[config.mk]
export PLATFORM = sky130hd
export DESIGN_NAME = seg7_scan_driver
export DESIGN_NICKNAME = d
export VERILOG_FILES = /design/src/rtl/seg7_scan_driver.sv
export SDC_FILE = /design/constraint.sdc
export NUM_CORES = 1
export LEC_CHECK = 0
export CELL_PAD_IN_SITES_DETAIL_PLACEMENT = 0
export CELL_PAD_IN_SITES_GLOBAL_PLACEMENT = 1
export CORE_MARGIN = 2
export CORE_UTILIZATION = 33
export CTS_BUF_LIST = sky130_fd_sc_hd__clkbuf_8
export CTS_CLUSTER_SIZE = 40
export DETAILED_ROUTE_END_ITERATION = 10
export PLACE_DENSITY = 0.71
export SYNTH_ARGS = -nofsm -noshare
export SYNTH_HDL_FRONTEND = slang
export SYNTH_SLANG_ARGS = --single-unit
[constraint.sdc]
create_clock -name clk -period 3.9 [get_ports clk]
set_input_delay 0.78 -clock clk [delete_from_list [all_inputs] [get_ports clk]]
set_output_delay 0.78 -clock clk [all_outputs]
set_load 0.02 [all_outputs]
[src/rtl/seg7_scan_driver.sv]
// rtl/seg7_scan_driver.sv - multiplexed seven-segment scan driver with frame-atomic updates
// Shadow regs take new digits; the display copy only changes at frame boundaries or when idle.
module seg7_scan_driver #(
    parameter int NUM_DIGITS   = 4,
    parameter int PRESCALE     = 50000,
    parameter int BLANK_CYCLES = 16,
    parameter bit ZERO_BLANK   = 1'b1
) (
    input  logic                    clk,
    input  logic                    rst_n,
    input  logic                    enable,
    input  logic                    load,
    input  logic [7*NUM_DIGITS-1:0] seg_in,
    input  logic [NUM_DIGITS-1:0]   dp_in,
    output logic [0:6]              seg,
    output logic                    dp,
    output logic [NUM_DIGITS-1:0]   an,
    output logic                    frame_done
);
    localparam int IW = (NUM_DIGITS > 1) ? $clog2(NUM_DIGITS) : 1;
    localparam int CW = (PRESCALE > 1) ? $clog2(PRESCALE) : 1;
    localparam logic [IW-1:0] IDX_LAST = IW'(NUM_DIGITS - 1);
    localparam logic [CW-1:0] CNT_LAST = CW'(PRESCALE - 1);
    localparam logic [CW-1:0] CNT_SHOW = CW'(BLANK_CYCLES);
    localparam logic [6:0]    SEG_ZERO = 7'b0000001;
    localparam logic [6:0]    SEG_DARK = 7'b1111111;

    typedef enum logic [1:0] {IDLE, BLANK, SHOW} state_t;

    state_t                     state, n_state;
    logic [CW-1:0]              cnt, n_cnt;
    logic [IW-1:0]              idx, n_idx;
    logic [NUM_DIGITS-1:0][6:0] shadow, n_shadow;
    logic [NUM_DIGITS-1:0][6:0] disp, n_disp;
    logic [NUM_DIGITS-1:0]      shadow_dp, n_shadow_dp;
    logic [NUM_DIGITS-1:0]      disp_dp, n_disp_dp;
    logic                       pending, n_pending;
    logic                       boundary;
    logic                       run;
    logic [NUM_DIGITS-1:0]      lead_zero;
    logic [NUM_DIGITS-1:0]      n_an;
    logic [6:0]                 n_seg;
    logic                       n_dp;
    logic                       n_frame_done;

    always_comb begin
        n_state     = state;
        n_cnt       = cnt;
        n_idx       = idx;
        n_shadow    = shadow;
        n_shadow_dp = shadow_dp;
        n_disp      = disp;
        n_disp_dp   = disp_dp;
        n_pending   = pending;
        boundary    = 1'b0;
        if (state == IDLE) begin
            // Nothing is lit, so a load can go straight to the display copy.
            if (load) begin
                n_shadow    = seg_in;
                n_shadow_dp = dp_in;
                n_disp      = seg_in;
                n_disp_dp   = dp_in;
            end
            if (enable) begin
                n_state = BLANK;
                n_cnt   = '0;
                n_idx   = '0;
            end
        end else if (!enable) begin
            n_state   = IDLE;
            n_cnt     = '0;
            n_idx     = '0;
            n_pending = 1'b0;
            if (pending) begin
                n_disp    = shadow;
                n_disp_dp = shadow_dp;
            end
            if (load) begin
                n_shadow    = seg_in;
                n_shadow_dp = dp_in;
                n_disp      = seg_in;
                n_disp_dp   = dp_in;
            end
        end else begin
            boundary = (cnt == CNT_LAST) && (idx == IDX_LAST);
            if (cnt == CNT_LAST) begin
                n_cnt = '0;
                n_idx = (idx == IDX_LAST) ? '0 : idx + IW'(1);
            end else begin
                n_cnt = cnt + CW'(1);
            end
            n_state = (n_cnt < CNT_SHOW) ? BLANK : SHOW;
            // Commit reads the pre-edge shadow; a load in the same cycle waits a frame.
            if (boundary && pending) begin
                n_disp    = shadow;
                n_disp_dp = shadow_dp;
                n_pending = 1'b0;
            end
            if (load) begin
                n_shadow    = seg_in;
                n_shadow_dp = dp_in;
                n_pending   = 1'b1;
            end
        end
    end

    // A digit is a leading zero only if it and every higher digit show a bare "0".
    always_comb begin
        lead_zero = '0;
        run       = ZERO_BLANK;
        for (int i = NUM_DIGITS - 1; i >= 1; i--) begin
            run          = run && (n_disp[i] == SEG_ZERO) && !n_disp_dp[i];
            lead_zero[i] = run;
        end
    end

    always_comb begin
        n_an  = '1;
        n_seg = SEG_DARK;
        n_dp  = 1'b1;
        if (n_state == SHOW && !lead_zero[n_idx]) begin
            n_an[n_idx] = 1'b0;
            n_seg       = n_disp[n_idx];
            n_dp        = ~n_disp_dp[n_idx];
        end
        n_frame_done = (n_state != IDLE) && (n_cnt == CNT_LAST) && (n_idx == IDX_LAST);
    end

    always_ff @(posedge clk or negedge rst_n) begin
        if (!rst_n) begin
            state      <= IDLE;
            cnt        <= '0;
            idx        <= '0;
            shadow     <= {NUM_DIGITS{SEG_DARK}};
            shadow_dp  <= '0;
            disp       <= {NUM_DIGITS{SEG_DARK}};
            disp_dp    <= '0;
            pending    <= 1'b0;
            seg        <= SEG_DARK;
            dp         <= 1'b1;
            an         <= '1;
            frame_done <= 1'b0;
        end else begin
            state      <= n_state;
            cnt        <= n_cnt;
            idx        <= n_idx;
            shadow     <= n_shadow;
            shadow_dp  <= n_shadow_dp;
            disp       <= n_disp;
            disp_dp    <= n_disp_dp;
            pending    <= n_pending;
            seg        <= n_seg;
            dp         <= n_dp;
            an         <= n_an;
            frame_done <= n_frame_done;
        end
    end
endmodule

==> metrics.csv <==
stage;metric;value;unit
grt;antenna_found_initial;0;
clock_network;total_clock_buffers_created_by_cts;9;
timing;rsz0062_at_grt;false;
placement;placement.io_buffers;48;
clock_network;cts.sink_count;98;
worst_setup_path;timing_worst_setup_path_type;reg2reg;
final_layout;area_growth_syn_to_layout;17.92;%
synthesis;post_synth_xor_area_fraction;0.005870;
timing;number_of_max_slew_violations_in_the_final_report;0;
placement;finalWeightedCongestion;0.8496;
route;route.detailed.vias_per_inst;5.604;
worst_setup_path;crit_buf_inv;1;
timing;final_hold_viol_count;0;
synthesis;syn_avg_cell_area;8.650;um2
floorplanning;horizontal_extent_of_the_die;138.5;um
synthesis;yosys.area_share.adder;0.004193;
route;initialDrtViolationCount;508;
grt;globalRouteMet1Util;0.2709;
synthesis;dominant_combinational_cell_family_by_area_after_synthesis;compound AO/OA/AOI/OAI gates;
route;routed-via-count;5475;
synthesis;synth_top_area_frac;0.2994;
worst_setup_path;crit_path_cell_trace;ha_1 -> and3_1 -> nand2_1 -> nor2_1 -> buf_4 -> a221oi_1 -> nand4_1 -> o32ai_1 -> or3b_1 -> o211ai_1;
timing;setup-violations-final;0;
synthesis;syn-cell-area;0.005968;mm2
synthesis;post_synth_inst_count;690;
timing;clock.fmax;283.1;MHz
grt;grt_max_degree;58;
route;avgRoutedWirePerCell;19.12;um
synthesis;yosys-top-cells-area;sky130_fd_sc_hd__dfstp_2, sky130_fd_sc_hd__dfrtp_1, sky130_fd_sc_hd__o21ai_0, sky130_fd_sc_hd__mux2i_1, sky130_fd_sc_hd__nand2_1;
worst_setup_path;critical_path_peak_fanout;10;
synthesis;dominantRegCellSynth;sky130_fd_sc_hd__dfstp_2;
worst_setup_path;critical_path_data_arrival_time;3.84;ns
grt;met2_usage;0.3137;
synthesis;number_of_synthesized_flops_with_an_enable_pin;0;
timing;worst_hold_slack;0.4323;ns
synthesis;synth_nets;728;
final_layout;utilization_after_layout;0.3945;
worst_setup_path;critPathLaunchType;flip-flop;
final_layout;layout.cells.most_common;sky130_fd_sc_hd__nand2_1;
timing;fin_setup_tns;0;ns
final_layout;diodes;0;
final_layout;leading_cell_types_in_the_layout_fill_and_taps_excluded;sky130_fd_sc_hd__nand2_1, sky130_fd_sc_hd__o21ai_0, sky130_fd_sc_hd__dfstp_2;
synthesis;ys_types;64;
timing;max-slew-margin-rel;0.5194;
synthesis;multiplexer_area_fraction_after_synthesis;0.08050;
placement;dp_cells;961;
power;p_total;2.346;mW
synthesis;synth_compound_area_frac;0.2480;
final_layout;ratio_of_cells_with_drive_above_1_in_the_final_layout;0.2019;
clock_network;cts_hold_buffers_added;0;
worst_setup_path;critical_path.endpoint_type;flip-flop;
route;final_ant_viol_nets;0;
worst_setup_path;cp_slowest_stage_delay;0.50;ns
clock_network;cts_tree;done;
worst_hold_path;hp-class;in2async;
synthesis;yosys_register_bits;98;
clock_network;clock_tree.htree_level_count;3;
route;detail_route.drc_violations;0;
job;cap_viol_max_count;0;
timing;timing.final.crit_share;0.9056;
grt;grt.overflow.total;0;
floorplanning;floorplan.io_pins;49;
grt;first_global_vias;5435;
clock_network;cts-root-to-sink-buffers;2;
clock_network;clock_insertion_delay_at_the_later_pin_of_the_skew_report;0.39;ns
final_layout;nNetsFinal;781;
power;powerDensity;333.3;mW/mm2
clock_network;cells_resized_by_post_cts_repair;0;
worst_setup_path;worst_ep_required_time;4.21;ns
timing;max_slew.worst_pin.slew;0.7208;ns
synthesis;postSynth.asyncResetShare;1.000;
floorplanning;start_util;0.3345;
route;detail_route.first_pass.iterations;5;
worst_setup_path;worst_path_max_delay_cell;sky130_fd_sc_hd__or3b_1;
worst_setup_path;critical-path-top-delay-family;simple AND/OR/NAND/NOR gates;
grt;track_usage;0.1944;
grt;grt_busiest_layer;met2;
grt;global_route.usage.met3;0.03395;
run_status;outcome;complete, no violations;
route;wl;18.68;mm
synthesis;yosysWarnings;0;
grt;grt_first_pass_wirelength;29.86;mm
clock_network;cts-root-buf;sky130_fd_sc_hd__clkbuf_8;
synthesis;synth-simple-area-share;0.1751;
floorplanning;fp.dieH;138.5;um
power;max_ir_drop_vdd;0.2185;mV
floorplanning;fp.dieArea;0.01918;mm2
timing;timing.final.crit_period;3.532;ns
power;power.leakage;2.819;nW
clock_network;postCtsSetupBuffers;0;
timing;clock-skew-final;0.01868;ns
final_layout;fin_cells;977;
placement;hpwl_after_dpl;12.84;mm
clock_network;clkTransAtPathRegs;0.10;ns
floorplanning;placementRows;49;
synthesis;synth_sequential_area_ratio;0.4252;
floorplanning;floorplan.core_area;0.01784;mm2
synthesis;yosysTopAreaCell;sky130_fd_sc_hd__dfstp_2;
## state kept, by name, summed over array words and instances, names as in the netlist
| register | count |
|---|---|
| pending | 1 |
| idx | 2 |
| dp | 1 |
| shadow | 28 |
| cnt | 16 |
| state | 2 |
| disp | 28 |
| an | 4 |
| seg | 7 |
| shadow_dp | 4 |
| frame_done | 1 |
| disp_dp | 4 |
## where the power goes
group | internal, mW | switching, mW | leakage [nW] | total [mW]
Combinational | 0.221 | 0.277 | 1.61 | 0.499
Clock | 0.234 | 0.392 | 0.0961 | 0.626
Sequential | 1.16 | 0.0656 | 1.11 | 1.22
Total | 1.61 | 0.735 | 2.82 | 2.35
## worst reg2reg max path, delay by kind of cell, from the launching register on
family,cells,cell delay (ns)
compound gates,3,0.93
fa+ha+maj,1,0.30
buf+inv,1,0.22
flops,1,0.45
simple gates,5,1.55
## kinds of logic after synthesis
logic type	count (synthesis)
AO/OA/AOI/OAI	236
XOR/XNOR	4
adder cells (fa/ha/maj)	2
buffers and inverters	92
flip-flops	98
multiplexers	47
AND/OR/NAND/NOR	211
## metal layers
metal  part of all wire  vias to the layer above
met3              0.043                       26
met2               0.47                      147
met1               0.47                     2692
met5                  0                        -
li1                   -                     2610
met4              0.014                        0
## cell usage after synthesis, drive strengths merged (3+ instances only)
| cell type | number |
|---|---|
| nand2 | 86 |
| o21ai | 85 |
| dfstp | 68 |
| a21oi | 50 |
| inv | 40 |
| mux2i | 39 |
| clkbuf | 35 |
| nor2 | 34 |
| dfrtp | 30 |
| nor3 | 17 |
| nand3 | 16 |
| buf | 15 |
| a21o | 12 |
| o211ai | 12 |
| a31oi | 10 |
| a211oi | 9 |
| and2 | 9 |
| o21a | 9 |
| a311oi | 8 |
| mux2 | 8 |
| nand2b | 8 |
| nand4 | 8 |
| o32ai | 8 |
| a221oi | 7 |
| nor4 | 7 |
| o311ai | 7 |
| and3 | 6 |
| o31ai | 5 |
| or3 | 5 |
| a22o | 4 |
| or2 | 3 |
## final timing paths
path | startpoint | to | slack (ns) | depth (start not counted)
min reg2reg | shadow[0] | shadow[0] | 0.49 | 2
max reg2reg | cnt[0] | seg[2] | 0.37 | 10
max | cnt[0] | seg[2] | 0.37 | 10
max in group asynchronous | rst_n | disp[1] | 2.51 | 2
min in group clk | shadow[0] | shadow[0] | 0.49 | 2
min | rst_n | cnt[2] | 0.43 | 1
## metrics by stage
| step | instance area (um2) | setup slack (ns) |
|---|---|---|
| after floorplan | 5968 | 0.7253 |
| after global placement | 6867 | 0.4332 |
| after detailed placement | 6867 | 0.3519 |
| after CTS | 7038 | 0.4161 |
| after global routing | 7038 | 0.1367 |
| final | 7038 | 0.3681 |
## layout make-up
| class | count | area, um2 |
|---|---|---|
| Timing Repair Buffer | 92 | 815.8 |
| Fill cell | 1784 | 10800 |
| Tap cell | 229 | 286.5 |
| Clock buffer | 9 | 123.9 |
| Inverter | 42 | 157.7 |
| Multi-Input combinational cell | 500 | 3069 |
| Sequential cell | 98 | 2537 |
| Clock inverter | 7 | 47.55 |
No activity file was read; power rests on OpenSTA's default activity.
